==> src/rtl/uart_tx_fifo.sv <==
// Buffered 8N1 UART transmitter: a small circular FIFO feeds a
// START/DATA/STOP serializer running at CLK_HZ/BAUD clocks per bit.
// Back-to-back bytes leave the line with no idle gap between frames.
module uart_tx_fifo #(
  parameter int CLK_HZ = 40000000,
  parameter int BAUD   = 115200,
  parameter int DEPTH  = 8
) (
  input  logic                   hwclk,
  input  logic                   reset,
  input  logic [7:0]             tx_data,
  input  logic                   tx_valid,
  output logic                   tx_ready,
  output logic                   tx,
  output logic                   busy,
  output logic [$clog2(DEPTH):0] fifo_count
);

  localparam int CLKS_PER_BIT = CLK_HZ / BAUD;
  localparam int AW = $clog2(DEPTH);
  localparam int CW = (CLKS_PER_BIT > 1) ? $clog2(CLKS_PER_BIT) : 1;
  localparam logic [CW-1:0] BAUD_LAST  = CW'(CLKS_PER_BIT - 1);
  localparam logic [AW:0]   FULL_COUNT = (AW + 1)'(DEPTH);

  typedef enum logic [1:0] {
    ST_IDLE  = 2'd0,
    ST_START = 2'd1,
    ST_DATA  = 2'd2,
    ST_STOP  = 2'd3
  } state_t;

  state_t        state_q, state_d;
  logic [CW-1:0] baud_q, baud_d;
  logic [2:0]    bit_q, bit_d;
  logic [7:0]    shift_q, shift_d;
  logic          tx_d;
  logic          pop;
  logic          push;
  logic          baud_last;

  logic [7:0]    mem [DEPTH];
  logic [AW-1:0] wr_ptr;
  logic [AW-1:0] rd_ptr;

  assign tx_ready   = !reset && (fifo_count != FULL_COUNT);
  assign push       = tx_valid && tx_ready;
  assign busy       = (state_q != ST_IDLE);
  assign baud_last  = (baud_q == BAUD_LAST);

  // FIFO storage; an entry is only written on an accepted push, so it needs no reset
  always_ff @(posedge hwclk) begin
    if (push) begin
      mem[wr_ptr] <= tx_data;
    end
  end

  // FIFO pointers and occupancy; a simultaneous push and pop keeps the count steady
  always_ff @(posedge hwclk) begin
    if (reset) begin
      wr_ptr     <= '0;
      rd_ptr     <= '0;
      fifo_count <= '0;
    end else begin
      if (push) begin
        wr_ptr <= wr_ptr + AW'(1);
      end
      if (pop) begin
        rd_ptr <= rd_ptr + AW'(1);
      end
      case ({push, pop})
        2'b10:   fifo_count <= fifo_count + (AW + 1)'(1);
        2'b01:   fifo_count <= fifo_count - (AW + 1)'(1);
        default: fifo_count <= fifo_count;
      endcase
    end
  end

  // Serializer state, counters and the registered line output
  always_ff @(posedge hwclk) begin
    if (reset) begin
      state_q <= ST_IDLE;
      baud_q  <= '0;
      bit_q   <= '0;
      shift_q <= '0;
      tx      <= 1'b1;
    end else begin
      state_q <= state_d;
      baud_q  <= baud_d;
      bit_q   <= bit_d;
      shift_q <= shift_d;
      tx      <= tx_d;
    end
  end

  // Next-state logic; tx follows the current state so the line lags the FSM by one clock
  always_comb begin
    state_d = state_q;
    baud_d  = baud_q;
    bit_d   = bit_q;
    shift_d = shift_q;
    tx_d    = 1'b1;
    pop     = 1'b0;
    case (state_q)
      ST_IDLE: begin
        if (fifo_count != '0) begin
          pop     = 1'b1;
          shift_d = mem[rd_ptr];
          baud_d  = '0;
          bit_d   = '0;
          state_d = ST_START;
        end
      end
      ST_START: begin
        tx_d = 1'b0;
        if (baud_last) begin
          baud_d  = '0;
          bit_d   = '0;
          state_d = ST_DATA;
        end else begin
          baud_d = baud_q + CW'(1);
        end
      end
      ST_DATA: begin
        tx_d = shift_q[0];
        if (baud_last) begin
          baud_d  = '0;
          shift_d = {1'b0, shift_q[7:1]};
          if (bit_q == 3'd7) begin
            state_d = ST_STOP;
          end else begin
            bit_d = bit_q + 3'd1;
          end
        end else begin
          baud_d = baud_q + CW'(1);
        end
      end
      ST_STOP: begin
        tx_d = 1'b1;
        if (baud_last) begin
          baud_d = '0;
          if (fifo_count != '0) begin
            pop     = 1'b1;
            shift_d = mem[rd_ptr];
            bit_d   = '0;
            state_d = ST_START;
          end else begin
            state_d = ST_IDLE;
          end
        end else begin
          baud_d = baud_q + CW'(1);
        end
      end
      default: begin
        state_d = ST_IDLE;
      end
    endcase
  end

endmodule

==> config.mk <==
export PLATFORM = sky130hd
export DESIGN_NAME = uart_tx_fifo
export DESIGN_NICKNAME = d
export VERILOG_FILES = /design/src/rtl/uart_tx_fifo.sv
export SDC_FILE = /design/constraint.sdc
export NUM_CORES = 1
export LEC_CHECK = 0
export ABC_AREA = 0
export BUFFER_PORTS_ARGS = -buffer_cell sky130_fd_sc_hd__buf_2
export CAP_MARGIN = 20
export CORE_UTILIZATION = 40
export DETAILED_ROUTE_END_ITERATION = 12
export GPL_ROUTABILITY_DRIVEN = 0
export HOLD_SLACK_MARGIN = 0.02
export PLACE_DENSITY = 0.66
export SLEW_MARGIN = 25
export SYNTH_ARGS = -nofsm -noshare
export SYNTH_HDL_FRONTEND = slang
export SYNTH_SLANG_ARGS = --single-unit
==> constraint.sdc <==
create_clock -name hwclk -period 4.2 [get_ports hwclk]
set_input_delay 0.21 -clock hwclk [delete_from_list [all_inputs] [get_ports hwclk]]
set_output_delay 0.21 -clock hwclk [all_outputs]
set_load 0.005 [all_outputs]
# Word level (Yosys, flattened, before mapping)
# Memory sizes are Yosys's and may differ from the RTL's. A register that Yosys moved wholly into a read port is not among the register bits.
# Cells that the tools add are included.
dict set report word_totals {
  inputBits 11
  mem_count 1
  mem_bits_ro 0
  out_inout_bits 7
  ramBits 64
  latch_bits 0
  elab_cells 70
  ff_bits 33
}
# memory depth word_bits read_ports rd_clocked_by_memory_dff wr line
set memory_table {}
lappend memory_table {mem 8 8 1 1 1 41} ;# logic [7:0] mem [DEPTH];
dict set report op_classes {
  n_div 0
  magnitude_cmp 0
  n_eq_ne 14
  shifts 0
  bitwise_logic 0
  muxes 29
  n_mul 0
  reduce_logical 12
  add_sub_neg 6
}
# cell count
set op_table {}
lappend op_table {{8-bit 2-to-1 mux} 3}
lappend op_table {{8-bit one-hot mux with 3 select lines} 1}
lappend op_table {{3-bit 2-to-1 mux} 7}
lappend op_table {{9-bit 2-to-1 mux} 2}
lappend op_table {{9-bit one-hot mux with 2 select lines} 1}
lappend op_table {{2-bit inequality test (second input constant)} 6}
lappend op_table {{3-bit one-hot mux with 4 select lines} 1}
lappend op_table {{2-bit 2-to-1 mux} 5}
lappend op_table {{3-bit by 1-bit adder with 3-bit output (second input constant)} 3}
lappend op_table {{9-bit by 1-bit adder with 9-bit output (second input constant)} 1}
lappend op_table {{9-bit equality test (second input constant)} 1}
lappend op_table {{2-bit one-hot mux with 4 select lines} 1}
lappend op_table {{4-bit one-hot mux with 2 select lines} 1}
lappend op_table {{2-bit equality test (second input constant)} 3}
lappend op_table {{1-bit 2-to-1 mux} 5}
lappend op_table {{5-bit AND reduction} 1}
lappend op_table {{4-bit by 1-bit adder with 4-bit output (second input constant)} 1}
lappend op_table {{2-bit by 1-bit equality test with 1-bit output (second input constant)} 2}
lappend op_table {{4-bit inequality test (second input constant)} 1}
lappend op_table {{1-bit one-hot mux with 2 select lines} 2}
lappend op_table {{4-bit AND reduction} 1}
lappend op_table {{2-bit nonzero test} 2}
lappend op_table {{4-bit nonzero test} 1}
lappend op_table {{4-bit by 1-bit subtractor with 4-bit output (second input constant)} 1}
lappend op_table {{other kinds (7)} 8}

# Logic depth before layout (Yosys ltp)
dict set report logic_depth {
  ltp_word 6
  mapped_depth 12
}

# Least setup slack after synthesis
# OpenSTA, ideal clock, no wires.
dict set report synth_path {
  path_type {register -> register}
  startpoint {register baud_q[0]}
  endpoint {register fifo_count[2]}
  arrival_time_ns 2.484
  stages_incl_launch_ff 13
  required_time_ns 4.130
  slack_ns 1.645
  setup_time_ns 0.070
  path_cell_list {dfxtp_1 > inv_1 > ha_1 > and4_1 > a31oi_1 > nor3_4 > ha_1 > xor2_1 > ha_1 > a21oi_1 > xor2_1 > or3_1 > a21oi_1}
}
dict set report synth_between {
  elab_chain_len 5
  elab_cells_between_ends 7
}
# item line
set synth_lines {}
lappend synth_lines {{from (decl)} 33} ;# logic [CW-1:0] baud_q, baud_d;
lappend synth_lines {{from (signal assigned)} 88} ;# baud_q <= baud_d;
lappend synth_lines {{9-bit equality test *} 48} ;# assign baud_last = (baud_q == BAUD_LAST);
lappend synth_lines {{1-bit 2-to-1 mux *} 139} ;# if (baud_last) begin
lappend synth_lines {{1-bit one-hot mux with 2 select lines *} 103} ;# case (state_q)
lappend synth_lines {{2-bit by 1-bit equality test with 1-bit output / 2-bit equality test (equally long branches)} 70} ;# case ({push, pop})
lappend synth_lines {{4-bit one-hot mux with 2 select lines / 2-bit nonzero test (equally long branches)} -}
lappend synth_lines {{to (signal assigned)} 71} ;# 2'b10: fifo_count <= fifo_count + (AW + 1)'(1);
lappend synth_lines {{to (signal assigned)} 72} ;# 2'b01: fifo_count <= fifo_count - (AW + 1)'(1);
lappend synth_lines {{to (signal assigned)} 73} ;# default: fifo_count <= fifo_count;
lappend synth_lines {{to (decl)} 16} ;# output logic [$clog2(DEPTH):0] fifo_count
# Mark *: on every way between the ends. The rest lies on a longest branch, timed or not.
# A chain may end at the register's enable or synchronous reset.

# Final worst setup path
# Same ends and word-level chain as after synthesis.

==> results.sh <==
export IMPL_status="finished, final reports clean"
export IMPL_drc=0
export IMPL_wl_per_cell_microns=16.5
export IMPL_path_class="flip-flop to flip-flop"
export IMPL_p_sw_uw=864
export IMPL_clock_latency_ns=0.38
export IMPL_yosysSeqAreaShare_pct=60.6
export IMPL_ir_drop_mv=0.229
export IMPL_synth_nets=339
export IMPL_grt_pass1_wl_mm=12.9
export IMPL_finalCriticalPeriod_ns=2.83
export IMPL_r2r_slack_ns=1.37
export IMPL_diodes=0
export IMPL_clk_transition_reported_paths_ns=0.11
export IMPL_critPathLaunchType="flip-flop"
export IMPL_p_clk_share_pct=24.9
export IMPL_core_sq_mm=0.0105
export IMPL_grt_max_degree=33
export IMPL_required_ns=4.52
export IMPL_cts_max_level=3
export IMPL_crit_slowest_cell="dfxtp_1"
export IMPL_min_from="tx_data[5]"
export IMPL_cts_resized=0
export IMPL_ys_seq_elements=100
export IMPL_power_density_mw_per_mm2=533
export IMPL_path_max_fanout=5
export IMPL_fill_cells=954
export IMPL_cts_tree="done"
export IMPL_first_global_vias=2600
export IMPL_crit_reg2reg_capture="fifo_count[2]"
export IMPL_rr_worst_depth=12
export IMPL_end_kind="flip-flop"
export IMPL_boundaryPins=18
export IMPL_fmax_mhz=353
export IMPL_power_leakage_uw=0.00160
export IMPL_die_h_microns=106
export IMPL_hp_class="input pin to flip-flop"
export IMPL_setup_tns_ns=0
export IMPL_dieArea_sq_mm=0.0113
export IMPL_area_delta_synth_final_pct=9.24
export IMPL_numCtsBuffers=9
export IMPL_slew_violations=0
export IMPL_crit_top_cell="ha_1"
export IMPL_nets=356
export IMPL_arrival_ns=3.15
export IMPL_portBuffers=17
export IMPL_grt_usage_pct=15.0
export IMPL_pwr_share_comb_pct=28.1
export IMPL_row_count=37
export IMPL_async_reset_ff_share_pct=0
export IMPL_multiInputGateArea_sq_mm=0.00158
export IMPL_max_slew_margin_pct=37.5
export IMPL_syn_area_sq_mm=0.00436
export IMPL_yosys_cell_types_count=52
export IMPL_worst_pin_slew_ns=0.938
export IMPL_finClkSkew_ns=0.0124
export IMPL_routed_via_count=2590
export IMPL_first_pass_iters=4
export IMPL_cts_setup_buffers=0
export IMPL_cts_sink_count=100
export IMPL_hold_ws_ns=0.0850
export IMPL_holdBufCountCts=0
export IMPL_hold_viol=0
export IMPL_drive_gt1_share_pct=20.8
export IMPL_drtAntennaViolNets=0
export IMPL_fin_crit_sh_pct=67.5
export IMPL_yosys_warnings=0
export IMPL_synth_flop_cell="edfxtp_1"
export IMPL_vias_per_cell=5.49
export IMPL_min_to="mem[0][5]"
export IMPL_synthCells=314
export IMPL_intPower_uw=1670
export IMPL_seqCellArea_sq_mm=0.00264
export IMPL_reg2reg_from="baud_q[0]"
export IMPL_drt_iter0_markers=165
export IMPL_grt_overflow_total=0
export IMPL_cts_root_buf="clkbuf_8"
export IMPL_clk_path_buf_depth=2
export IMPL_cp_cell_sequence="inv_1, ha_1, and4_1, a31oi_1, nor3_4, ha_1, xor2_1, ha_1, a21oi_1, xor2_1, or3_1, a21oi_1"
export IMPL_die_x_microns=106
export IMPL_seqPwrFrac_pct=46.9
export IMPL_maxCapViolCount=0
export IMPL_synth_edf_count=64
export IMPL_rsz0062_at_grt="false"
export IMPL_synth_area_per_cell_sq_um=13.9
export IMPL_antenna_found_initial=0
export IMPL_setup_viol=0
export IMPL_drt_wl_total_mm=7.77
export IMPL_min_delay_path_depth=1
export IMPL_dp_hpwl_mm=5.12
export IMPL_slowest_delay_ns=0.41
export IMPL_start_util_pct=41.7
export IMPL_swShare_pct=34.1
-- worst max-delay path: cells and delay by family, from the launching register on --
| kind | cells | cell delay [ns] |
|---|---|---|
| XOR/XNOR | 2 | 0.25 |
| buffers and inverters | 1 | 0.09 |
| flip-flops | 1 | 0.41 |
| AO/OA/AOI/OAI | 3 | 0.68 |
| AND/OR/NAND/NOR | 3 | 0.67 |
| adder cells (fa/ha/maj) | 3 | 0.66 |
-- how the worst max path moves through the flow --
stage | slack, ns | start | cells past startpoint | to
global route | 1.09 | baud_q[0] | 12 | fifo_count[2]
CTS | 1.35 | baud_q[0] | 12 | fifo_count[2]
detailed placement | 1.39 | baud_q[0] | 12 | fifo_count[2]
finish | 1.37 | baud_q[0] | 12 | fifo_count[2]
floorplan | 1.65 | baud_q[0] | 12 | fifo_count[2]
global placement | 1.46 | baud_q[0] | 12 | fifo_count[2]
-- power groups by stage --
stage	Combinational, uW	Clock (uW)	Sequential, uW
after floorplan	589	0	1180
after global placement	695	0	1210
after detailed placement	713	0	1210
after CTS	713	650	1190
after global routing	796	684	1200
final	713	632	1190
-- registers in the layout (all words and copies together) (netlist names), named ones only --
signal,flops
tx,1
baud_q,9
wr_ptr,3
shift_q,8
bit_q,3
state_q,2
fifo_count,4
rd_ptr,3
mem,64
-- layer usage --
| layer | up-vias | share of wire (%) | global-route usage, % |
|---|---|---|---|
| met5 | - | 0 | 0 |
| met4 | 0 | 2.3 | 7.84 |
| met3 | 11 | 2.7 | 2.45 |
| met2 | 41 | 50 | 25.4 |
| met1 | 1286 | 45 | 18.5 |
| li1 | 1252 | - | - |
-- cell families (layout without fill, tap and decap cells) --
| group | Yosys count | count (layout) | share of synthesized area (%) |
|---|---|---|---|
| flip-flops | 100 | 100 | 60.6 |
| AND/OR/NAND/NOR | 74 | 74 | 10.8 |
| AO/OA/AOI/OAI | 72 | 72 | 11.0 |
| buffers and inverters | 29 | 51 | 3.22 |
| multiplexers | 22 | 22 | 9.76 |
| adder cells (fa/ha/maj) | 14 | 14 | 4.02 |
| XOR/XNOR | 3 | 3 | 0.603 |
-- synth_stat cells, drive strengths merged (3+ instances only) --
cell	count	area share [%]
o21ai	10	1.2
a21oi	26	3.1
inv	15	1.3
clkbuf	5	0.43
and3	3	0.49
nor3	4	0.72
nor2	11	0.95
or3	4	0.57
dfxtp	36	17
a41oi	3	0.60
nand4	3	0.43
o22ai	8	1.3
mux4	16	8.3
nor2b	4	0.57
ha	14	4.0
nand2b	12	1.7
a311oi	8	1.6
xor2	3	0.60
a22o	7	1.4
nand2	13	1.1
mux2	4	1.0
edfxtp	64	44
nand3	5	0.57
buf	9	1.5
nand3b	3	0.52
-- area by class of cell --
type | count | area share (%)
inverters | 15 | 1.18
flip-flops and latches | 100 | 55.5
clock buffers | 9 | 2.60
repair buffers | 20 | 2.26
well taps | 136 | 3.57
clock inverters | 7 | 1.76
multi-input cells | 185 | 33.1
-- cells in the final DEF (no fill, tap or decap), types with 2 or more instances in the layout --
cell / count
nand4b_1: 2
nand3_1: 5
mux4_2: 16
xor2_1: 3
clkbuf_8: 9
a22o_1: 7
inv_8: 3
a41oi_1: 3
a21oi_1: 25
or3_1: 4
and3b_1: 2
a311oi_1: 8
or2_2: 2
dfxtp_1: 35
mux2i_1: 2
nand3b_1: 3
ha_1: 14
o22ai_1: 7
nor3_1: 3
nor2_1: 11
mux2_2: 4
nand2b_1: 12
a31oi_1: 2
buf_2: 17
nand4_1: 3
nand2_1: 13
nor2b_1: 4
edfxtp_1: 64
buf_4: 3
inv_1: 14
and3_2: 2
a211oi_1: 2
o21ai_0: 9
-- metrics by stage --
stage	utilization (%)	cell area [sq um]	power, uW	setup slack [ns]	std cells
2_1_floorplan	-	4360	1770	1.65	314
3_3_place_gp	43.5	4550	1910	1.46	456
3_5_place_dp	43.5	4550	1930	1.39	456
4_1_cts	45.5	4760	2560	1.35	472
5_1_grt	45.5	4760	2680	1.09	472
6_report	45.5	4760	2540	1.37	472
No activity file was read; power rests on OpenSTA's default activity.
